## src/rtl/uart_ctrl_pkg.sv

```systemverilog
// Shared types and helpers for the UART transmit arbiter.
package uart_ctrl_pkg;

    typedef enum logic [2:0] {
        IDLE,
        SEND,
        START,
        WAIT,
        GAP
    } arb_state_t;

    localparam int GAP_MULT [4] = '{0, 1, 2, 4};

    function automatic int gap_cycles(
        input logic [1:0] sel,
        input int         unit
    );
        return GAP_MULT[sel] * unit;
    endfunction

endpackage

```

## src/rtl/rr_arbiter.sv

```systemverilog
// Combinational round-robin pick: first set request at or after ptr.
module rr_arbiter #(
    parameter int N_REQ = 4,
    parameter int IW    = $clog2(N_REQ)
) (
    input  logic [N_REQ-1:0] req,
    input  logic [IW-1:0]    ptr,
    output logic [IW-1:0]    grant_id,
    output logic             any_req
);

    // Scan from farthest to nearest so the nearest hit wins.
    always_comb begin
        grant_id = '0;
        any_req  = 1'b0;
        for (int k = N_REQ - 1; k >= 0; k--) begin
            if (req[(int'(ptr) + k) % N_REQ]) begin
                grant_id = IW'((int'(ptr) + k) % N_REQ);
                any_req  = 1'b1;
            end
        end
    end

endmodule

```

## src/rtl/uart_tx_arbiter.sv

```systemverilog
// Shares one UART byte transmitter between N_REQ packet sources,
// holding a round-robin grant per packet with gap and stall watchdog.
module uart_tx_arbiter
    import uart_ctrl_pkg::*;
#(
    parameter int N_REQ     = 4,
    parameter int GAP_UNIT  = 3200,
    parameter int STALL_MAX = 65535
) (
    input  logic                       system_clock,
    input  logic                       cpu_rst,
    input  logic [N_REQ-1:0]           req_valid,
    input  logic [N_REQ*8-1:0]         req_data,
    input  logic [N_REQ-1:0]           req_last,
    output logic [N_REQ-1:0]           req_ready,
    input  logic [1:0]                 gap_sel,
    output logic                       tx_start,
    output logic [7:0]                 tx_data,
    input  logic                       tx_done,
    output logic [$clog2(N_REQ)-1:0]   grant_id,
    output logic                       busy,
    output logic                       abort,
    output logic [15:0]                byte_count
);

    localparam int IW = $clog2(N_REQ);
    localparam int GW = $clog2(4 * GAP_UNIT + 1);
    localparam int SW = $clog2(STALL_MAX + 1);

    arb_state_t    state;
    arb_state_t    nxt;
    logic [1:0]    gap_r;
    logic          last_r;
    logic [GW-1:0] gap_cnt;
    logic [GW-1:0] gap_end;
    logic [SW-1:0] stall_cnt;
    logic [IW-1:0] rr_ptr;
    logic [IW-1:0] nxt_ptr;
    logic [IW-1:0] pick;
    logic          any_req;
    logic          sel_valid;
    logic          stall_hit;
    logic          gap_zero;
    logic          gap_last;

    rr_arbiter #(
        .N_REQ (N_REQ)
    ) u_rr (
        .req      (req_valid),
        .ptr      (rr_ptr),
        .grant_id (pick),
        .any_req  (any_req)
    );

    assign sel_valid = req_valid[grant_id];
    assign stall_hit = stall_cnt == SW'(STALL_MAX - 1);
    assign gap_zero  = gap_r == 2'd0;
    assign gap_end   = GW'(gap_cycles(gap_r, GAP_UNIT) - 1);
    assign gap_last  = gap_cnt == gap_end;
    assign nxt_ptr   = (grant_id == IW'(N_REQ - 1)) ?
                       '0 : grant_id + IW'(1);

    always_ff @(posedge system_clock) begin
        if (cpu_rst) state <= IDLE;
        else         state <= nxt;
    end

    always_comb begin
        nxt = state;
        unique case (state)
            IDLE:  if (any_req) nxt = SEND;
            SEND: begin
                if (sel_valid)      nxt = START;
                else if (stall_hit) nxt = IDLE;
            end
            START: nxt = WAIT;
            WAIT: begin
                if (tx_done) begin
                    if (!gap_zero)   nxt = GAP;
                    else if (last_r) nxt = IDLE;
                    else             nxt = SEND;
                end
            end
            GAP:   if (gap_last) nxt = last_r ? IDLE : SEND;
            default: nxt = IDLE;
        endcase
    end

    always_comb begin
        req_ready = '0;
        abort     = 1'b0;
        tx_start  = state == START;
        busy      = state != IDLE;
        if (state == SEND) begin
            req_ready[grant_id] = 1'b1;
            abort = !sel_valid && stall_hit;
        end
    end

    // Grant, gap setting and pointer only move at packet boundaries.
    always_ff @(posedge system_clock) begin
        if (cpu_rst) begin
            grant_id   <= '0;
            gap_r      <= '0;
            last_r     <= 1'b0;
            tx_data    <= '0;
            gap_cnt    <= '0;
            stall_cnt  <= '0;
            rr_ptr     <= '0;
            byte_count <= '0;
        end else begin
            unique case (state)
                IDLE: begin
                    if (any_req) begin
                        grant_id  <= pick;
                        gap_r     <= gap_sel;
                        stall_cnt <= '0;
                    end
                end
                SEND: begin
                    if (sel_valid) begin
                        tx_data   <= req_data[{grant_id, 3'b000} +: 8];
                        last_r    <= req_last[grant_id];
                        stall_cnt <= '0;
                    end else if (stall_hit) begin
                        rr_ptr <= nxt_ptr;
                    end else begin
                        stall_cnt <= stall_cnt + SW'(1);
                    end
                end
                START: byte_count <= byte_count + 16'd1;
                WAIT: begin
                    if (tx_done) begin
                        gap_cnt <= '0;
                        if (gap_zero && last_r) rr_ptr <= nxt_ptr;
                    end
                end
                GAP: begin
                    gap_cnt <= gap_cnt + GW'(1);
                    if (gap_last && last_r) rr_ptr <= nxt_ptr;
                end
                default: ;
            endcase
        end
    end

endmodule
```

## config.mk

```make
export PLATFORM = sky130hd
export DESIGN_NAME = uart_tx_arbiter
export DESIGN_NICKNAME = d
export VERILOG_FILES = /design/src/rtl/uart_ctrl_pkg.sv /design/src/rtl/rr_arbiter.sv /design/src/rtl/uart_tx_arbiter.sv
export SDC_FILE = /design/constraint.sdc
export NUM_CORES = 1
export LEC_CHECK = 0
export BUFFER_PORTS_ARGS = -buffer_cell sky130_fd_sc_hd__clkbuf_2
export CORE_AREA = 3 3 83 85
export CTS_CLUSTER_SIZE = 30
export DETAILED_ROUTE_END_ITERATION = 16
export DIE_AREA = 0 0 86 88
export GPL_ROUTABILITY_DRIVEN = 0
export PLACE_DENSITY = 0.84
export SLEW_MARGIN = 20
export SYNTH_ARGS = -nofsm -noshare
export SYNTH_HDL_FRONTEND = slang
export SYNTH_SLANG_ARGS = --single-unit
```

## constraint.sdc

```tcl
create_clock -name system_clock -period 5.2 [get_ports system_clock]
set_input_delay 1.04 -clock system_clock [delete_from_list [all_inputs] [get_ports system_clock]]
set_output_delay 1.04 -clock system_clock [all_outputs]
set_load 0.05 [all_outputs]
```

==> results of run 1 <==
==> worst min path at each step <==
| stage | start | end | depth (start not counted) |
|---|---|---|---|
| finish | stall_cnt[4] | stall_cnt[4] | 2 |
| global route | stall_cnt[4] | stall_cnt[4] | 2 |
| detailed placement | stall_cnt[7] | stall_cnt[7] | 1 |
| CTS | stall_cnt[4] | stall_cnt[4] | 2 |
| floorplan | stall_cnt[7] | stall_cnt[7] | 1 |
| global placement | stall_cnt[4] | stall_cnt[4] | 2 |
==> flip-flops by register name, indices dropped and copies added, names as in the netlist <==
register / cells
rr_ptr: 2
byte_count: 16
grant_id: 2
gap_cnt: 14
gap_r: 2
stall_cnt: 16
state: 3
tx_data: 8
last_r: 1
==> cell families (layout without fill, tap and decap cells) <==
| logic type | Yosys count | after routing | share of synthesized area [%] |
|---|---|---|---|
| DFF | 64 | 64 | 35.0 |
| muxes | 28 | 28 | 11.3 |
| buffers and inverters | 35 | 106 | 4.45 |
| xor gates and xnor gates | 17 | 17 | 4.07 |
| AOI/OAI and AO/OA | 84 | 84 | 15.1 |
| and+or+nand+nor | 178 | 178 | 26.0 |
| adders and majority gates | 12 | 12 | 4.11 |
==> critical path, stage by stage (launching register included) <==
cell and delay, ns:
dfxtp_1 0.73, mux4_2 0.65, nand2b_4 0.20, nor4_1 0.32
clkbuf_2 0.33
==> cell usage after synthesis (5+ instances only) <==
cell and n:
a311oi_1 11, a21oi_1 30, nand2b_1 6, nand2_1 32, or3_1 7, xnor2_1 13
dfxtp_1 64, a31oi_1 6, nor3_1 10, nand4_1 6, mux4_2 10, or4_1 9
o31ai_1 5, nor2_1 51, nand3_1 21, ha_1 12, clkbuf_1 10, o21ai_0 13
and2_1 7, and3_1 6, mux2i_1 13, inv_1 13
==> through the flow <==
stage,setup WS [ns],util (%),hold slack [ns],instances,cell area [um2]
6_report,1.58,67.5,0.478,566,4240
5_1_grt,1.42,67.5,0.509,566,4240
4_1_cts,1.57,67.5,0.482,566,4240
3_5_place_dp,1.63,64.2,0.468,551,4030
3_3_place_gp,1.63,64.2,0.457,551,4030
2_1_floorplan,0.870,-,0.440,418,3660
==> power breakdown <==
| group | switching (uW) | internal, uW |
|---|---|---|
| registers | 28.1 | 507 |
| logic | 155 | 90.4 |
| clock network | 194 | 266 |
==> per-layer routing <==
layer | up-vias | wire [um] | global-route usage (%)
met5 | - | 0 | 0
met4 | 0 | 169 | 9.35
met3 | 16 | 515 | 6.77
met2 | 99 | 4320 | 38.3
met1 | 1593 | 3710 | 27.9
li1 | 1668 | - | -
==> layout make-up <==
type	count	share of cell area (%)
clock buffers	9	2.92
clock inverters	6	1.98
inverters	13	1.15
multi-input cells	319	52.2
flip-flops and latches	64	30.2
well taps	77	2.27
repair buffers	78	9.27
==> impl_metrics.toml, run 1 <==
[route]
drt-initial-drc-count = 142
drt_pass1_iterations = 4
vias = 3376
drtAntennaViolNets = 0
wire_per_inst_um = 15.4
route.detailed.drc = 0
routed_wl_mm = 8.71
routed_via_density = 5.96

[yosys]
syn_area_um2 = 3660
synth_ff_type = "dfxtp_1"
yosys_warnings = 0
synth-edff-count = 0
syn_area_per_cell_um2 = 8.75
yosys.area.top_type = "dfxtp_1"
synth-seq-area-share_pct = 35.0
synthCells = 418
synth-async-reset-ratio_pct = 0
synth_area_leaders = "dfxtp_1 35%, mux4_2 6.2%, nor2_1 5.2%"
synth.distinct_cells = 57
syn_nets = 475
yosys_register_bits = 64
yosysTopAreaCellShare_pct = 35.0

[setup_path]
timing.reg2reg.worst_path_depth = 5
cp-endpoint = "abort"
start_kind = "register"
worst-path-max-fanout = 15
cp.required_ns = 4.16
regToRegSetupSlack_ns = 2.32
cp.arrival_ns = 2.58
timing.rr.end = "rr_ptr[0]"
r2r_start = "grant_id[1]"
path_class = "reg2out"
startpoint = "grant_id[1]"
cp-end-kind = "primary output"

[status]
outcome = "finished, final reports clean"

[floorplanning]
rows = 29
start_util_pct = 58.2
die_w_um = 86
coreArea_um2 = 6280
die_y_um = 88
ios = 78
die-area_um2 = 7570

[pwr]
p_per_area_nw_per_um2 = 293
ir_drop_uv = 202
p_leak_uw = 0.00167
finalPower_uw = 1240

[cells_and_area]
layout.nets = 542
fill_cells = 533
multi_input_area_um2 = 2210
regArea_um2 = 1280
area_delta_synth_final_pct = 15.9
final_common_cell = "clkbuf_2"
final_cell_mix = "77 x clkbuf_2, 64 x dfxtp_1, 51 x nor2_1, 32 x nand2_1, 30 x a21oi_1"
layout-drive-gt1-share_pct = 23.7
diodes = 0

[cts]
cts_hold_buf = 0
cts_made_buffers = 9
cts_setup_buffers = 0
clk_pin_slew_ns = 0.07
cts_root_buf = "clkbuf_8"
cts_tree = "done"
worstSkewPairLatency_ns = 0.35
clock_path_buffers = 2
cts_resized = 0
h-tree-depth = 3
clock-sinks = 64

[global_routing]
grt_pass1_wl_mm = 13.7
antenna_found_initial = 0
grt_pass1_vias = 3007
grt_max_degree = 60
globalRouteTotalUtil_pct = 23.0
globalRouteOverflowTotal = 0

[sta]
hold_viol_final = 0
finalSetupViolations = 0
worstMarginPinSlew_ns = 0.798
rsz0062_at_grt = "false"
maxSlewViolCount = 0
skew_ns = 0.0144
setup_tns_ns = 0
slew_headroom_pct = 46.7
finalCriticalPeriod_ns = 3.62
clock.fmax_ghz = 0.277
finalCritPeriodShare_pct = 69.5

[placement]
io_buffers = 77
hpwl_mm = 6.15

[flow_run]
cap_violations = 0

[min_path]
hold_class = "reg2reg"
No activity file was read; power rests on OpenSTA's default activity.
==> run 2, diff against run 1 <==
--- a/config.mk
+++ b/config.mk
@@ -5,13 +5,14 @@
 export SDC_FILE = /design/constraint.sdc
 export NUM_CORES = 1
 export LEC_CHECK = 0
+export ABC_AREA = 1
 export BUFFER_PORTS_ARGS = -buffer_cell sky130_fd_sc_hd__clkbuf_2
-export CORE_AREA = 3 3 83 85
+export CORE_AREA = 3 3 90 92
 export CTS_CLUSTER_SIZE = 30
 export DETAILED_ROUTE_END_ITERATION = 16
-export DIE_AREA = 0 0 86 88
+export DIE_AREA = 0 0 93 95
 export GPL_ROUTABILITY_DRIVEN = 0
-export PLACE_DENSITY = 0.84
+export PLACE_DENSITY = 0.79
 export SLEW_MARGIN = 20
 export SYNTH_ARGS = -nofsm -noshare
 export SYNTH_HDL_FRONTEND = slang
==> constraint.sdc (replaced) <==
create_clock -name system_clock -period 3.67 [get_ports system_clock]
set_input_delay 0.734 -clock system_clock [delete_from_list [all_inputs] [get_ports system_clock]]
set_output_delay 0.734 -clock system_clock [all_outputs]
set_load 0.05 [all_outputs]
==> run 2 against run 1 <==
Compared with the run above:
- hold slack lost 0.014 ns
- non-clock buffer count grew 1
- die area grew 17%
- critical path depth grew 2
- combinational power grew to 5.4 times the previous value
- synthesized area grew 13%
- power grew 130%
- via count grew 33%
- register-to-register slack lost 1.1 ns
==> impl_metrics.toml, run 2 <==
[yosys]
synthCells = 659
synthAdderAreaFrac_pct = 3.64
yosys_warnings = 0
yosysMostFrequentCell = "nand2_1"
yosys.area_share.xor_xnor_pct = 1.06
synth.distinct_cells = 42
synth_area_leaders = "dfxtp_1 31%, nand2_1 16%, nor2_1 8.5%"
yosys_register_bits = 64
synth_ff_type = "dfxtp_1"
synth_top_family_by_area = "simple AND/OR/NAND/NOR gates"
synthTopCellsByCount = "173 x nand2_1, 93 x nor2_1, 67 x inv_1"
syn_area_per_cell_um2 = 6.26
synth-async-reset-ratio_pct = 0
yosys.area_share.simple_pct = 38.7
synth-edff-count = 0
muxShareOfSynthArea_pct = 0
synth-seq-area-share_pct = 31.1
yosysTopAreaCellShare_pct = 31.1
synth_compound_area_share_pct = 16.0
syn_nets = 716
syn_area_um2 = 4120
yosys.area.top_type = "dfxtp_1"

[global_routing]
globalRouteOverflowTotal = 0
globalRouteTotalUtil_pct = 24.8
antenna_found_initial = 0
grt_pass1_vias = 4305
grt_pass1_wl_mm = 18.0
grt_max_degree = 39

[floorplanning]
start_util_pct = 56.6
ios = 78
die_w_um = 93
rows = 31
coreArea_um2 = 7290
die_y_um = 95
die-area_um2 = 8840

[placement]
placed_cell_area_um2 = 4540
place_ws_ns = 1.16
hpwl_mm = 7.88
dp.cells = 817
io_buffers = 77

[sta]
timing.hold.ws_ns = 0.464
rsz0062_at_grt = "false"
finalCriticalPeriod_ns = 2.83
skew_ns = 0.0104
worstMarginPinSlew_ns = 0.807
slew_headroom_pct = 46.1
hold_viol_final = 0
finalCritPeriodShare_pct = 77.1
setup_tns_ns = 0
finalSetupViolations = 0
final.setup.worst_slack_ns = 0.841
clock.fmax_ghz = 0.354
maxSlewViolCount = 0

[setup_path]
cp.arrival_ns = 2.09
worst-path-max-fanout = 17
crit_chain = "inv_2 > nand2_1 > nor2_4 > clkinv_1 > nor2_1 > clkbuf_2"
regToRegSetupSlack_ns = 1.21
critPathMaxStageDelay_ns = 0.38
cp-end-kind = "primary output"
timing.reg2reg.worst_path_depth = 11
r2r_start = "grant_id[1]"
start_kind = "register"
crit_path_top_delay_cell = "clkinv_1"
timing.rr.end = "rr_ptr[0]"
path_class = "reg2out"
cp.required_ns = 2.94

[route]
routed_wl_mm = 10.7
drt_pass1_iterations = 5
routed_via_density = 5.38
route.detailed.drc = 0
wire_per_inst_um = 12.8
drt-initial-drc-count = 264
drtAntennaViolNets = 0
vias = 4481

[cells_and_area]
stdcell_area_um2 = 4730
final_cell_mix = "173 x nand2_1, 93 x nor2_1, 77 x clkbuf_2, 67 x inv_1, 64 x dfxtp_1"
area_delta_synth_final_pct = 14.8
layout-drive-gt1-share_pct = 17.8
diodes = 0
largestRegisters = "byte_count x16, stall_cnt x16, gap_cnt x14"
stdcell_count = 833
layout.nets = 786
final_common_cell = "nand2_1"

[min_path]
hold_class = "reg2reg"
whs_path_depth = 2
hp-start = "tx_data[3]"
min_to = "tx_data[3]"

[pwr]
p_leak_uw = 0.00204
ir_drop_uv = 369
p_per_area_nw_per_um2 = 594

[flow_run]
cap_violations = 0

[cts]
clk_pin_slew_ns = 0.08
cts_made_buffers = 9
cts_root_buf = "clkbuf_8"
h-tree-depth = 3
cts_resized = 0
cts_setup_buffers = 0
cts_hold_buf = 0
clock-sinks = 64
clock_path_buffers = 2
cts_tree = "done"
worstSkewPairLatency_ns = 0.34

[status]
outcome = "finished, final reports clean"
run 2: changes by cell type after synthesis, sizes merged, moves of 10 or more:
cell,previous run,this run
mux2i,13,0
nand3,21,50
nand2,32,180
xnor2,13,1
nor2,51,99
inv,13,74
a21oi,30,53
o21ai,14,43
a311oi,11,0
mux4,10,0
run 2: worst max path at each step:
stage | startpoint | endpoint | slack, ns
final | state[2] | req_ready[3] | 0.84
after global routing | state[2] | req_ready[3] | 0.65
after CTS | state[2] | req_ready[0] | 0.82
after detailed placement | req_valid[3] | abort | 1.16
after global placement | req_valid[1] | abort | 1.19
after floorplan | grant_id[0] | req_ready[2] | 1.09
run 2: cells by family (layout without fill, tap and decap cells):
kind of cell    Yosys count  after routing
simple gates            366            366
buf+inv                  95            170
fa+ha+maj                12             12
flops                    64             64
compound gates          117            117
xor+xnor                  5              5
run 2: power by group:
group	leakage, uW	internal, uW	total (uW)	switching, uW
combinational	0.00143	362	1320	958
clock	0.0000993	331	616	285
sequential	0.000518	780	876	96.1
run 2: critical path: cells and delay by family, from the launching register on:
family        cells  cell delay (ns)
buf+inv           3             0.77
flops             1             0.35
simple gates      3             0.63
run 2: through the flow:
step | power (uW) | utilization, %
floorplan | 1950 | -
global placement | 2140 | 62.2
detailed placement | 2190 | 62.2
CTS | 2810 | 64.9
global route | 3020 | 64.9
finish | 2810 | 64.9
run 2: area by class of cell:
class                   instances  area (um2)
well taps                      99         124
flip-flops and latches         64        1280
clock inverters                 5        56.3
repair buffers                 79         400
multi-input cells             500        2450
inverters                      75         284
fillers                       690        2560
clock buffers                  11         141
run 2: layer usage:
metal | vias up | wire length (um) | track usage (%)
li1 | 2276 | - | -
met2 | 157 | 5090 | 42.5
met5 | - | 0 | 0
met4 | 0 | 240 | 10.6
met1 | 2023 | 4570 | 30.3
met3 | 25 | 758 | 4.78
